`src/rtl/up_dn_sweep_ctrl_if.sv`:
```
// up_dn_sweep_ctrl_if: control/status bus between the sweep controller and the up/down counter
// master (controller): drives cnt_load, cnt_in, cnt_up, cnt_down; observes cnt_value, cnt_high, cnt_low
// slave (counter): the reverse
interface up_dn_sweep_ctrl_if #(parameter int WIDTH = 5);
  logic             cnt_load;
  logic [WIDTH-1:0] cnt_in;
  logic             cnt_up;
  logic             cnt_down;
  logic [WIDTH-1:0] cnt_value;
  logic             cnt_high;
  logic             cnt_low;
  modport master (output cnt_load, cnt_in, cnt_up, cnt_down, input cnt_value, cnt_high, cnt_low);
  modport slave (input cnt_load, cnt_in, cnt_up, cnt_down, output cnt_value, cnt_high, cnt_low);
endinterface

```
`src/rtl/up_dn_sweep_ctrl.sv`:
```
// up_dn_sweep_ctrl: sweeps a saturating up/down counter from start_val to end_val, one step per dwell+2 cycles
// Ports: clk, rst (async, active high); start/abort requests; start_val/end_val/dwell sweep program;
// busy/done/aborted/dir status; cnt = counter bus (master side), all outputs registered.
module up_dn_sweep_ctrl #(
  parameter int WIDTH   = 5,
  parameter int DWELL_W = 4
) (
  input  logic               clk,
  input  logic               rst,
  input  logic               start,
  input  logic               abort,
  input  logic [WIDTH-1:0]   start_val,
  input  logic [WIDTH-1:0]   end_val,
  input  logic [DWELL_W-1:0] dwell,
  output logic               busy,
  output logic               done,
  output logic               aborted,
  output logic               dir,
  up_dn_sweep_ctrl_if.master cnt
);
  typedef enum logic [2:0] {IDLE, LOAD, CHECK, WAIT, STEP, DONE} state_t;
  state_t state, state_n;
  logic [WIDTH-1:0] cin_q, cin_n, end_q, end_n;
  logic [DWELL_W-1:0] dw_q, dw_n, dcnt, dcnt_n;
  logic dir_n, ab_n, load_q, up_q, down_q;
  always_comb begin
    state_n = state;
    cin_n   = cin_q;
    end_n   = end_q;
    dw_n    = dw_q;
    dcnt_n  = dcnt;
    dir_n   = dir;
    ab_n    = 1'b0;
    if (abort && state != IDLE && state != DONE) begin
      state_n = IDLE;
      ab_n    = 1'b1;
    end else begin
      case (state)
        IDLE: if (start) begin
          state_n = LOAD;
          cin_n   = start_val;
          end_n   = end_val;
          dw_n    = dwell;
          dir_n   = end_val > start_val;
        end
        LOAD: state_n = CHECK;
        // a counter pinned at the rail in our direction can never reach end: finish instead of stepping
        CHECK: if (cnt.cnt_value == end_q || (dir ? cnt.cnt_high : cnt.cnt_low)) state_n = DONE;
          else if (dw_q == '0) state_n = STEP;
          else begin
            dcnt_n  = dw_q;
            state_n = WAIT;
          end
        WAIT: begin
          dcnt_n  = dcnt - 1'b1;
          state_n = (dcnt == DWELL_W'(1)) ? STEP : WAIT;
        end
        STEP: state_n = CHECK;
        DONE: state_n = IDLE;
        default: state_n = IDLE;
      endcase
    end
  end
  // outputs are registered from the next state so they line up with the state they describe
  always_ff @(posedge clk or posedge rst) begin
    if (rst) begin
      state   <= IDLE;
      cin_q   <= '0;
      end_q   <= '0;
      dw_q    <= '0;
      dcnt    <= '0;
      dir     <= 1'b0;
      busy    <= 1'b0;
      done    <= 1'b0;
      aborted <= 1'b0;
      load_q  <= 1'b0;
      up_q    <= 1'b0;
      down_q  <= 1'b0;
    end else begin
      state   <= state_n;
      cin_q   <= cin_n;
      end_q   <= end_n;
      dw_q    <= dw_n;
      dcnt    <= dcnt_n;
      dir     <= dir_n;
      busy    <= state_n != IDLE;
      done    <= state_n == DONE;
      aborted <= ab_n;
      load_q  <= state_n == LOAD;
      up_q    <= state_n == STEP && dir_n;
      down_q  <= state_n == STEP && !dir_n;
    end
  end
  assign cnt.cnt_load = load_q;
  assign cnt.cnt_in   = cin_q;
  assign cnt.cnt_up   = up_q;
  assign cnt.cnt_down = down_q;
endmodule
```
`src/flat_wrapper.sv`:
```
// flat-port wrapper written by rule: the top's interface ports become plain ports
module up_dn_sweep_ctrl_flat 
#(
  parameter int WIDTH   = 5,
  parameter int DWELL_W = 4
)
  (clk, rst, start, abort, start_val, end_val, dwell, busy, done, aborted, dir, cnt_cnt_load, cnt_cnt_in, cnt_cnt_up, cnt_cnt_down, cnt_cnt_value, cnt_cnt_high, cnt_cnt_low);
  up_dn_sweep_ctrl_if #(.WIDTH(WIDTH)) cnt_i ();
  input  logic clk;
  input  logic rst;
  input  logic start;
  input  logic abort;
  input  logic [WIDTH-1:0] start_val;
  input  logic [WIDTH-1:0] end_val;
  input  logic [DWELL_W-1:0] dwell;
  output logic busy;
  output logic done;
  output logic aborted;
  output logic dir;
  output wire logic [$bits(cnt_i.cnt_load)-1:0] cnt_cnt_load;
  output wire logic [$bits(cnt_i.cnt_in)-1:0] cnt_cnt_in;
  output wire logic [$bits(cnt_i.cnt_up)-1:0] cnt_cnt_up;
  output wire logic [$bits(cnt_i.cnt_down)-1:0] cnt_cnt_down;
  input wire logic [$bits(cnt_i.cnt_value)-1:0] cnt_cnt_value;
  input wire logic [$bits(cnt_i.cnt_high)-1:0] cnt_cnt_high;
  input wire logic [$bits(cnt_i.cnt_low)-1:0] cnt_cnt_low;
  assign cnt_cnt_load = cnt_i.cnt_load;
  assign cnt_cnt_in = cnt_i.cnt_in;
  assign cnt_cnt_up = cnt_i.cnt_up;
  assign cnt_cnt_down = cnt_i.cnt_down;
  assign cnt_i.cnt_value = cnt_cnt_value;
  assign cnt_i.cnt_high = cnt_cnt_high;
  assign cnt_i.cnt_low = cnt_cnt_low;
  up_dn_sweep_ctrl #(.WIDTH(WIDTH), .DWELL_W(DWELL_W)) u_core (.clk(clk), .rst(rst), .start(start), .abort(abort), .start_val(start_val), .end_val(end_val), .dwell(dwell), .busy(busy), .done(done), .aborted(aborted), .dir(dir), .cnt(cnt_i));
endmodule
```
`config.mk`:
```
export PLATFORM = sky130hd
export DESIGN_NAME = up_dn_sweep_ctrl_flat
export DESIGN_NICKNAME = d
export VERILOG_FILES = /design/src/rtl/up_dn_sweep_ctrl_if.sv /design/src/rtl/up_dn_sweep_ctrl.sv /design/src/flat_wrapper.sv
export SDC_FILE = /design/constraint.sdc
export NUM_CORES = 1
export LEC_CHECK = 0
export ABC_AREA = 1
export BUFFER_PORTS_ARGS = -buffer_cell sky130_fd_sc_hd__buf_2
export CAP_MARGIN = 20
export CORE_UTILIZATION = 40
export CTS_BUF_LIST = sky130_fd_sc_hd__clkbuf_16
export CTS_CLUSTER_SIZE = 14
export DETAILED_ROUTE_END_ITERATION = 8
export HOLD_SLACK_MARGIN = 0.02
export PLACE_DENSITY = 0.64
export SLEW_MARGIN = 20
export SYNTH_ARGS = -nofsm -noshare
export SYNTH_HDL_FRONTEND = slang
export SYNTH_SLANG_ARGS = --single-unit
```
`constraint.sdc`:
```
create_clock -name clk -period 1.39 [get_ports clk]
set_input_delay 0.278 -clock clk [delete_from_list [all_inputs] [get_ports clk]]
set_output_delay 0.278 -clock clk [all_outputs]
set_load 0.01 [all_outputs]
```
### Word-level counts from Yosys, hierarchy flattened

Cells that the tools add are included.

| operators by class | value |
|---|---|
| $add $sub $neg | 1 |
| $lt $le $gt $ge | 1 |
| eq/ne operators | 12 |
| multiplexer cells | 14 |
| bitwise operators | 1 |
| reductions and logical operators | 14 |

Operators with widths:

| cell | number |
|---|---|
| 3-bit two-way mux | 5 |
| 3-bit case mux with 4 select lines | 1 |
| 3-bit equality test (second input constant) | 3 |
| 4-bit two-way mux | 2 |
| 4-bit case mux with 2 select lines | 1 |
| 3-bit by 1-bit equality test with 1-bit output (second input constant) | 2 |
| 3-bit by 2-bit equality test with 1-bit output (second input constant) | 2 |
| 3-bit nonzero test | 2 |
| 5-bit equality test | 1 |
| 5-bit > comparator | 1 |
| 1-bit two-way mux | 5 |
| 4-bit by 1-bit equality test with 1-bit output (second input constant) | 1 |
| 1-bit logical AND | 4 |
| 4-bit zero test | 1 |
| 2-bit inequality test (second input constant) | 2 |
| 4-bit AND reduction | 1 |
| 4-bit by 1-bit subtractor with 4-bit output (second input constant) | 1 |
| 3-bit zero test | 1 |
| 3-bit inequality test (second input constant) | 1 |
| 3-bit AND reduction | 1 |
| 2-bit nonzero test | 1 |
| 2-bit OR reduction | 1 |
| 1-bit zero test | 1 |
| 1-bit logical OR | 1 |
| 1-bit inverter | 1 |

| storage, ports and cells | value |
|---|---|
| flip-flop bits (word level) | 28 |
| bits of input ports | 25 |
| output and inout bits | 12 |
| word-level logic and storage cells | 55 |

### Longest topological paths before layout

Gate-level depths: netlist of the first run.

| depth | value |
|---|---|
| depth in word-level cells | 7 |
| gate-level depth with buffers | 11 |

### Least setup slack after synthesis of the first run

No wires, ideal clock.

| path | value |
|---|---|
| path type | register to register |
| start | register u_core.dcnt[1] |
| end | register u_core.up_q, in the netlist u_core.cnt.cnt_up |
| arrival | 1.245 ns |
| required time | 1.318 ns |
| path slack | 0.073 ns |
| cell stages (with the launch flop) | 10 |
| path buffers | 0 |
| path through | dfrtp_1 inv_1 ha_1 nand3_1 nand2_2 nor3b_1 nand2_1 nand2_2 nand3_2 nor2_1 |

| on the way | value |
|---|---|
| word-level cells in the longest chain between the ends | 6 |

Ends and longest elaborated chain:

| element | line | RTL |
|---|---|---|
| start: declaration | up_dn_sweep_ctrl.sv:24 | `logic [DWELL_W-1:0] dw_q, dw_n, dcnt, dcnt_n;` |
| start signal: assignment | up_dn_sweep_ctrl.sv:84 | `dcnt <= dcnt_n;` |
| 4-bit by 1-bit equality test with 1-bit output | up_dn_sweep_ctrl.sv:56 | `state_n = (dcnt == DWELL_W'(1)) ? STEP : WAIT;` |
| 3-bit two-way mux | up_dn_sweep_ctrl.sv:56 |  |
| 3-bit case mux with 4 select lines | up_dn_sweep_ctrl.sv:38 | `case (state)` |
| 3-bit two-way mux | up_dn_sweep_ctrl.sv:34 | `if (abort && state != IDLE && state != DONE) begin` |
| 3-bit equality test | up_dn_sweep_ctrl.sv:90 | `up_q <= state_n == STEP && dir_n;` |
| 1-bit logical AND | up_dn_sweep_ctrl.sv:90 |  |
| end signal: assignment | up_dn_sweep_ctrl.sv:90 |  |
| end: declaration | up_dn_sweep_ctrl.sv:25 | `logic dir_n, ab_n, load_q, up_q, down_q;` |

No other way between the ends.
A chain may end at the register's enable or synchronous reset.

### Worst setup path after layout of the first run

| path | value |
|---|---|
| start | register u_core.dcnt[1] |
| end | register u_core.down_q, in the netlist u_core.cnt.cnt_down |

| on the way | value |
|---|---|
| word-level cells in the longest chain between the ends | 6 |

Ends and longest elaborated chain:

| element | line | RTL |
|---|---|---|
| 4-bit by 1-bit equality test with 1-bit output | up_dn_sweep_ctrl.sv:56 |  |
| 3-bit two-way mux | up_dn_sweep_ctrl.sv:56 |  |
| 3-bit case mux with 4 select lines | up_dn_sweep_ctrl.sv:38 |  |
| 3-bit two-way mux | up_dn_sweep_ctrl.sv:34 |  |
| 3-bit equality test | up_dn_sweep_ctrl.sv:91 | `down_q <= state_n == STEP && !dir_n;` |
| 1-bit logical AND | up_dn_sweep_ctrl.sv:91 |  |
| end signal: assignment | up_dn_sweep_ctrl.sv:91 |  |
| end: declaration | up_dn_sweep_ctrl.sv:25 |  |

No other way between the ends.

==> results of run 1 <==
==> worst register-to-register path: cells and delay by family, from the launching register on <==
family | cells | cell delay (ps)
adders and majority gates | 1 | 170
DFF | 1 | 390
buffers and inverters | 1 | 70
and+or+nand+nor | 7 | 680
==> routing by layer <==
metal	share of wire	wire [um]	GRT usage	up-vias
met5	0	0	0	-
met4	0.0041	12	0.0256	0
met1	0.48	1410	0.210	562
met3	0.025	74	0.0163	2
met2	0.49	1460	0.305	17
li1	-	-	-	664
==> power by group through the flow <==
| stage | Sequential, W | Clock (W) | Combinational (W) |
|---|---|---|---|
| final | 0.00137 | 0.000644 | 0.00190 |
| after global routing | 0.00141 | 0.000691 | 0.00218 |
| after CTS | 0.00138 | 0.000661 | 0.00180 |
| after detailed placement | 0.00139 | 0 | 0.00178 |
| after global placement | 0.00138 | 0 | 0.00177 |
| after floorplan | 0.00142 | 0 | 0.00114 |
==> registers in the layout, summed over array words and instances, names as in the netlist <==
| name | count |
|---|---|
| u_core.aborted | 1 |
| u_core.busy | 1 |
| u_core.cnt.cnt_down | 1 |
| u_core.cnt.cnt_in | 5 |
| u_core.cnt.cnt_load | 1 |
| u_core.cnt.cnt_up | 1 |
| u_core.dcnt | 4 |
| u_core.dir | 1 |
| u_core.done | 1 |
| u_core.dw_q | 4 |
| u_core.end_q | 5 |
| u_core.state | 3 |
==> layout make-up <==
class | instances | area, sq um | area share
Timing Repair Buffer | 53 | 308 | 0.156
Multi-Input combinational cell | 117 | 706 | 0.359
Inverter | 31 | 116 | 0.0592
Clock buffer | 3 | 75.1 | 0.0382
Sequential cell | 28 | 701 | 0.356
Tap cell | 46 | 57.6 | 0.0293
Clock inverter | 1 | 3.75 | 0.00191
==> cell usage in the layout (no fill, tap or decap), drive strengths merged <==
cell	n
a21oi	5
a22oi	1
a31oi	1
buf	53
clkbuf	3
clkinv	1
dfrtp	28
ha	7
inv	31
mux2i	2
nand2	50
nand3	10
nand4	2
nor2	15
nor3	1
nor3b	1
o21ai	18
o21bai	1
xnor2	1
xor2	2
==> cell families (layout without fill, tap and decap cells) <==
group	after synthesis	after routing	synth area share
multiplexers	2	2	0.0133
flip-flops	28	28	0.467
adder cells (fa/ha/maj)	7	7	0.0583
AND/OR/NAND/NOR	79	79	0.261
AO/OA/AOI/OAI	26	26	0.0983
XOR/XNOR	3	3	0.0175
buffers and inverters	33	88	0.0850
==> path summary, 6_finish.rpt <==
check,endpoint,slack (ps),depth (start not counted)
hold reg to reg,u_core.cnt.cnt_in[2],480,2
min in group clk,u_core.dw_q[3],220,3
hold / removal,u_core.dcnt[3],80,3
setup / recovery,u_core.cnt.cnt_down,10,9
max in group asynchronous,u_core.state[2],1050,3
setup reg to reg,u_core.cnt.cnt_down,10,9
==> repair_timing <==
item,in CTS,in global routing
setup endpoints to repair,2,14
cloned,0,0
pin swaps,1,1
buffers inserted,0,3
resized for setup,2,7
==> metrics by stage <==
step / utilization / total power, W / TNS, ps / setup slack [ps] / std cells
after floorplan: - / 0.00256 / 0 / 73.5 / 178
after global placement: 0.528 / 0.00314 / -33.6 / -29.6 / 272
after detailed placement: 0.528 / 0.00316 / -128 / -91.8 / 272
after CTS: 0.553 / 0.00383 / 0 / 0.945 / 276
after global routing: 0.567 / 0.00429 / -371 / -89.7 / 279
final: 0.567 / 0.00392 / 0 / 12.8 / 279
==> reports/summary.json, run 1 <==
{
  "run_status": {"value": "finished clean"},
  "share_of_the_synthesized_area_in_the_top_cell_type": {"value": 0.467},
  "num_antenna_cells": {"value": 0},
  "synth_top_flop_cell": {"value": "sky130_fd_sc_hd__dfrtp_1"},
  "cellLeakagePower": {"value": 1.11, "unit": "nW"},
  "worstPathMaxFanout": {"value": 3},
  "synth_top_area_cell": {"value": "sky130_fd_sc_hd__dfrtp_1"},
  "timing.critical_path.mode_cell": {"value": "sky130_fd_sc_hd__nand2_2"},
  "power_report.internal_total": {"value": 0.00237, "unit": "W"},
  "cpLargestDelayFamily": {"value": "simple AND/OR/NAND/NOR gates"},
  "p_per_area": {"value": 1990, "unit": "nW/um^2"},
  "report.final.hold_viol_count": {"value": 0},
  "synth.lib_cells_used.distinct": {"value": 27},
  "share_of_the_yosys_chip_area_belonging_to_registers": {"value": 0.467},
  "netSwitchingPower": {"value": 0.00154, "unit": "W"},
  "grt_use_total": {"value": 0.165},
  "detailed_place.area": {"value": 1830, "unit": "sq um"},
  "cts_tree": {"value": "built"},
  "dpl.hpwl": {"value": 2370, "unit": "um"},
  "nFillCells": {"value": 336},
  "cp_num_buf_inv": {"value": 1},
  "r2r_start": {"value": "u_core.dcnt[1]"},
  "vias_in_the_first_global_route": {"value": 1266},
  "wl_per_cell": {"value": 10.6, "unit": "um"},
  "cts-hold-fix-buffers": {"value": 0},
  "synth-seq-cells": {"value": 28},
  "globalRoute.totalOverflow": {"value": 0},
  "yosys.cell_count.top_type": {"value": "sky130_fd_sc_hd__nand2_1"},
  "finalInstanceArea": {"value": 1970, "unit": "sq um"},
  "floorplan.initialDensity": {"value": 0.433},
  "synth-warning-count": {"value": 0},
  "clock_pin_slew_of_the_registers_on_the_worst_case_setup_and_hold_paths": {"value": 70, "unit": "ps"},
  "std_cell_rows": {"value": 21},
  "delay_of_the_slowest_cell_on_the_worst_path": {"value": 390, "unit": "ps"},
  "synth_cells": {"value": 178},
  "layout-drive-gt1-share": {"value": 0.339},
  "crit_type": {"value": "reg -> reg"},
  "worst_hold_slack": {"value": 80.6, "unit": "ps"},
  "pwr-share-clk": {"value": 0.164},
  "power_frac_seq": {"value": 0.350},
  "mappedNetlistNets": {"value": 210},
  "worst-endpoint-arrival": {"value": 1560, "unit": "ps"},
  "critical_path_required": {"value": 1580, "unit": "ps"},
  "finalCriticalPeriod": {"value": 1380, "unit": "ps"},
  "critical-path-slowest-cell": {"value": "sky130_fd_sc_hd__dfrtp_1"},
  "final-max-slew-violation-count": {"value": 0},
  "tightestPinTransition": {"value": 351, "unit": "ps"},
  "drt_iter0_markers": {"value": 36},
  "clk-insertion-delay-late": {"value": 260, "unit": "ps"},
  "switching_share": {"value": 0.394},
  "final_nets": {"value": 266},
  "core_area": {"value": 3470, "unit": "sq um"},
  "synthTopCellsByCount": {"value": "sky130_fd_sc_hd__nand2_1, sky130_fd_sc_hd__inv_1, sky130_fd_sc_hd__dfrtp_1, sky130_fd_sc_hd__o21ai_0, sky130_fd_sc_hd__nor2_1"},
  "fp.dieH": {"value": 63.3, "unit": "um"},
  "crit_path_start": {"value": "u_core.dcnt[1]"},
  "synth-edff-count": {"value": 0},
  "fp.dieW": {"value": 63.3, "unit": "um"},
  "timing.fmax": {"value": 726, "unit": "MHz"},
  "antenna_left": {"value": 0},
  "synth_async_sr_flop_share": {"value": 1.00},
  "setup-violations-final": {"value": 0},
  "grt_max_degree": {"value": 29},
  "portBuffers": {"value": 36},
  "min_path_type": {"value": "in -> async"},
  "synth_area_leaders": {"value": "sky130_fd_sc_hd__dfrtp_1, sky130_fd_sc_hd__nand2_1, sky130_fd_sc_hd__inv_1"},
  "maxSlewHeadroom": {"value": 0.766},
  "routed_via_density": {"value": 4.46},
  "synth_area": {"value": 1500, "unit": "sq um"},
  "kind_of_start_point_of_the_critical_path": {"value": "flop"},
  "vias": {"value": 1245},
  "cp-end-kind": {"value": "flop"},
  "routed_wirelength": {"value": 2950, "unit": "um"},
  "drt-pass1-iter-count": {"value": 4},
  "timing.critical_path.cells": {"value": "inv_2 > ha_2 > nand3_1 > nand2_2 > nor3b_2 > nand2_1 > nand2_2 > nand3_2 > nor2_1"},
  "detail_route.drc_violations": {"value": 0},
  "finClkSkew": {"value": 4.33, "unit": "ps"},
  "cts.path.max_buffers": {"value": 2},
  "place.gp.congestion": {"value": 0.784},
  "cts_root_buffer": {"value": "sky130_fd_sc_hd__clkbuf_16"},
  "ioPinCount": {"value": 37},
  "final_min_period_over_clock_period": {"value": 0.991},
  "area_delta_synth_final": {"value": 31.0, "unit": "%"},
  "average_instance_area_after_synthesis": {"value": 8.44, "unit": "sq um"},
  "clock_tree.htree_level_count": {"value": 1},
  "fp.dieArea": {"value": 4000, "unit": "sq um"},
  "rsz_0062_raised_after_global_routing": {"value": "true"},
  "global_route_wire_length_before_repair": {"value": 5310, "unit": "um"},
  "grt_antenna_before_repair": {"value": 0},
  "clkSinkCount": {"value": 28},
  "maxCapViolations": {"value": 0},
  "vdd_ir_drop_max": {"value": 0.890, "unit": "mV"},
  "power.share.combinational": {"value": 0.486},
  "cts_buffers": {"value": 3}
}
No activity file was read; power rests on OpenSTA's default activity.
==> run 2, diff against run 1 <==
--- a/config.mk
+++ b/config.mk
@@ -6,7 +6,7 @@
 export NUM_CORES = 1
 export LEC_CHECK = 0
 export ABC_AREA = 1
-export BUFFER_PORTS_ARGS = -buffer_cell sky130_fd_sc_hd__buf_2
+export BUFFER_PORTS_ARGS = -buffer_cell sky130_fd_sc_hd__buf_4
 export CAP_MARGIN = 20
 export CORE_UTILIZATION = 40
 export CTS_BUF_LIST = sky130_fd_sc_hd__clkbuf_16
==> reports/summary.json, run 2 (synthesized netlist as in run 1, its figures left out) <==
{
  "run_status": {"value": "finished clean", "change": "unchanged"},
  "global_route.usage.met2": {"value": 0.339, "change": "was 0.305"},
  "grt_use_met1": {"value": 0.200, "change": "was 0.210"},
  "grt_use_total": {"value": 0.180, "change": "was 0.165"},
  "num_antenna_cells": {"value": 0, "change": "unchanged"},
  "antenna_left": {"value": 0, "change": "unchanged"},
  "grt_util_met3": {"value": 0.0290, "change": "was 0.0163"},
  "clock_pin_slew_of_the_registers_on_the_worst_case_setup_and_hold_paths": {"value": 70, "unit": "ps", "change": "about the same"},
  "min_path_type": {"value": "in -> async", "change": "unchanged"},
  "final_core_utilization": {"value": 0.603, "change": "was 0.567"},
  "timing.fmax": {"value": 720, "unit": "MHz", "change": "was 726 MHz"},
  "std_cell_rows": {"value": 21, "change": "unchanged"},
  "dp_slack": {"value": -57.5, "unit": "ps", "change": "was -91.8 ps"},
  "finalCriticalPeriod": {"value": 1390, "unit": "ps", "change": "was 1380 ps"},
  "final_nets": {"value": 262, "change": "was 266"},
  "ioPinCount": {"value": 37, "change": "unchanged"},
  "kind_of_start_point_of_the_critical_path": {"value": "flop", "change": "unchanged"},
  "critical_path_required": {"value": 1590, "unit": "ps", "change": "was 1580 ps"},
  "detail_route.drc_violations": {"value": 0, "change": "unchanged"},
  "nFillCells": {"value": 325, "change": "was 336"},
  "crit_type": {"value": "reg -> reg", "change": "unchanged"},
  "drt-pass1-iter-count": {"value": 4, "change": "unchanged"},
  "drt_iter0_markers": {"value": 54, "change": "was 36"},
  "cts_tree": {"value": "built", "change": "unchanged"},
  "cp-end-kind": {"value": "flop", "change": "unchanged"},
  "fp.dieW": {"value": 63.3, "unit": "um", "change": "unchanged"},
  "final-max-slew-violation-count": {"value": 0, "change": "unchanged"},
  "wl_per_cell": {"value": 12.1, "unit": "um", "change": "was 10.6 um"},
  "floorplan.initialDensity": {"value": 0.433, "change": "unchanged"},
  "global_route_wire_length_before_repair": {"value": 5600, "unit": "um", "change": "was 5310 um"},
  "setup-violations-final": {"value": 0, "change": "unchanged"},
  "report.final.hold_viol_count": {"value": 0, "change": "unchanged"},
  "clock_tree.htree_level_count": {"value": 1, "change": "unchanged"},
  "p_per_area": {"value": 2080, "unit": "nW/um^2", "change": "was 1990 nW/um^2"},
  "clkSinkCount": {"value": 28, "change": "unchanged"},
  "routed_via_density": {"value": 4.73, "change": "was 4.46"},
  "final_common_cell": {"value": "sky130_fd_sc_hd__buf_4", "change": "was sky130_fd_sc_hd__nand2_1"},
  "vias": {"value": 1302, "change": "was 1245"},
  "detailed_place.area": {"value": 1900, "unit": "sq um", "change": "was 1830 sq um"},
  "vdd_ir_drop_max": {"value": 1.00, "unit": "mV", "change": "was 0.890 mV"},
  "globalRoute.totalOverflow": {"value": 0, "change": "unchanged"},
  "area_delta_synth_final": {"value": 39.3, "unit": "%", "change": "was 31.0%"},
  "routed_wirelength": {"value": 3330, "unit": "um", "change": "was 2950 um"},
  "fp.dieArea": {"value": 4000, "unit": "sq um", "change": "unchanged"},
  "finalWorstSetupSlack": {"value": 0.428, "unit": "ps", "change": "was 12.8 ps"},
  "portBuffers": {"value": 36, "change": "unchanged"},
  "worst-endpoint-arrival": {"value": 1590, "unit": "ps", "change": "was 1560 ps"},
  "cts-hold-fix-buffers": {"value": 0, "change": "unchanged"},
  "tightestPinTransition": {"value": 362, "unit": "ps", "change": "was 351 ps"},
  "vias_in_the_first_global_route": {"value": 1319, "change": "was 1266"},
  "cellLeakagePower": {"value": 1.13, "unit": "nW", "change": "was 1.11 nW"},
  "area.sequential": {"value": 702, "unit": "sq um", "change": "was 701 sq um"},
  "cts_root_buffer": {"value": "sky130_fd_sc_hd__clkbuf_16", "change": "unchanged"},
  "grt.busiest_layer": {"value": "met2", "change": "unchanged"},
  "place.gp.congestion": {"value": 0.866, "change": "was 0.784"},
  "cts_buffers": {"value": 3, "change": "unchanged"},
  "grt_antenna_before_repair": {"value": 0, "change": "unchanged"},
  "worst_hold_slack": {"value": 77.0, "unit": "ps", "change": "was 80.6 ps"},
  "maxCapViolations": {"value": 0, "change": "unchanged"},
  "clk-insertion-delay-late": {"value": 260, "unit": "ps", "change": "about the same"},
  "maxSlewHeadroom": {"value": 0.759, "change": "was 0.766"},
  "finalInstanceArea": {"value": 2090, "unit": "sq um", "change": "was 1970 sq um"},
  "fp.dieH": {"value": 63.3, "unit": "um", "change": "unchanged"},
  "finClkSkew": {"value": 3.00, "unit": "ps", "change": "was 4.33 ps"},
  "multi_input_area": {"value": 742, "unit": "sq um", "change": "was 706 sq um"},
  "final_min_period_over_clock_period": {"value": 1.00, "change": "was 0.991"},
  "grt_max_degree": {"value": 29, "change": "unchanged"},
  "highest_count_cells_in_the_layout_ignoring_fill_and_taps": {"value": "sky130_fd_sc_hd__buf_4, sky130_fd_sc_hd__nand2_1, sky130_fd_sc_hd__inv_1", "change": "was sky130_fd_sc_hd__nand2_1, sky130_fd_sc_hd__buf_2, sky130_fd_sc_hd__inv_1, sky130_fd_sc_hd__dfrtp_1"},
  "rsz_0062_raised_after_global_routing": {"value": "true", "change": "unchanged"},
  "dpl.hpwl": {"value": 2480, "unit": "um", "change": "was 2370 um"},
  "layout-drive-gt1-share": {"value": 0.354, "change": "was 0.339"},
  "worstPathMaxFanout": {"value": 3, "change": "unchanged"},
  "core_area": {"value": 3470, "unit": "sq um", "change": "unchanged"},
  "cts.path.max_buffers": {"value": 2, "change": "unchanged"}
}
==> run 2: final timing paths <==
path                                       from                    to  slack, ps  cells past startpoint
hold reg to reg            u_core.cnt.cnt_in[2]  u_core.cnt.cnt_in[2]        490                      2
setup / recovery                u_core.state[1]   u_core.cnt.cnt_down        0.4                      8
max in group asynchronous                   rst       u_core.state[0]       1030                      3
setup reg to reg                u_core.state[1]   u_core.cnt.cnt_down        0.4                      8
hold / removal                              rst  u_core.cnt.cnt_in[2]         80                      3
min in group clk                       dwell[2]        u_core.dw_q[2]        220                      3
==> run 2: timing repair <==
action	4_1_cts	5_1_grt
endpoints found under the setup margin	4	9
setup buffers	1	1
pin swaps	2	4
gates resized for setup	4	12
hold endpoints to repair	0	0
==> run 2: worst max-delay path, cell delays in order (launching register included) <==
cell and delay (ps):
sky130_fd_sc_hd__dfrtp_1 470, sky130_fd_sc_hd__nand2_4 170, sky130_fd_sc_hd__nor2_8 50, sky130_fd_sc_hd__nand2_2 70, sky130_fd_sc_hd__nor3b_4 200, sky130_fd_sc_hd__nand2_2 90, sky130_fd_sc_hd__nand2_2 90, sky130_fd_sc_hd__nand3_2 90
sky130_fd_sc_hd__nor2_1 100
==> run 2: per-stage QoR <==
stage	power, W	std cells	TNS, ps
after floorplan	0.00256	178	0
after global routing	0.00468	275	-716
after detailed placement	0.00326	269	-126
after global placement	0.00319	269	-25.9
after CTS	0.00419	274	0
final	0.00434	275	0
==> run 2: cell type report <==
cell class	count	share of cell area
Multi-Input combinational cell	117	0.355
Timing Repair Buffer	49	0.176
Tap cell	46	0.0275
Inverter	31	0.0557
Clock inverter	1	0.0144
Clock buffer	3	0.0359
Sequential cell	28	0.336
==> run 2: report_power, final <==
part	switching, W	leakage [nW]	internal [W]
Sequential	0.000250	0.351	0.00117
Combinational	0.00116	0.731	0.000909
Clock	0.000277	0.0511	0.000574
==> run 2: metal layers <==
metal | vias to the layer above | wire [um]
li1 | 663 | -
met1 | 604 | 1380
met2 | 26 | 1750
met3 | 9 | 102
met4 | 0 | 102
met5 | - | 0
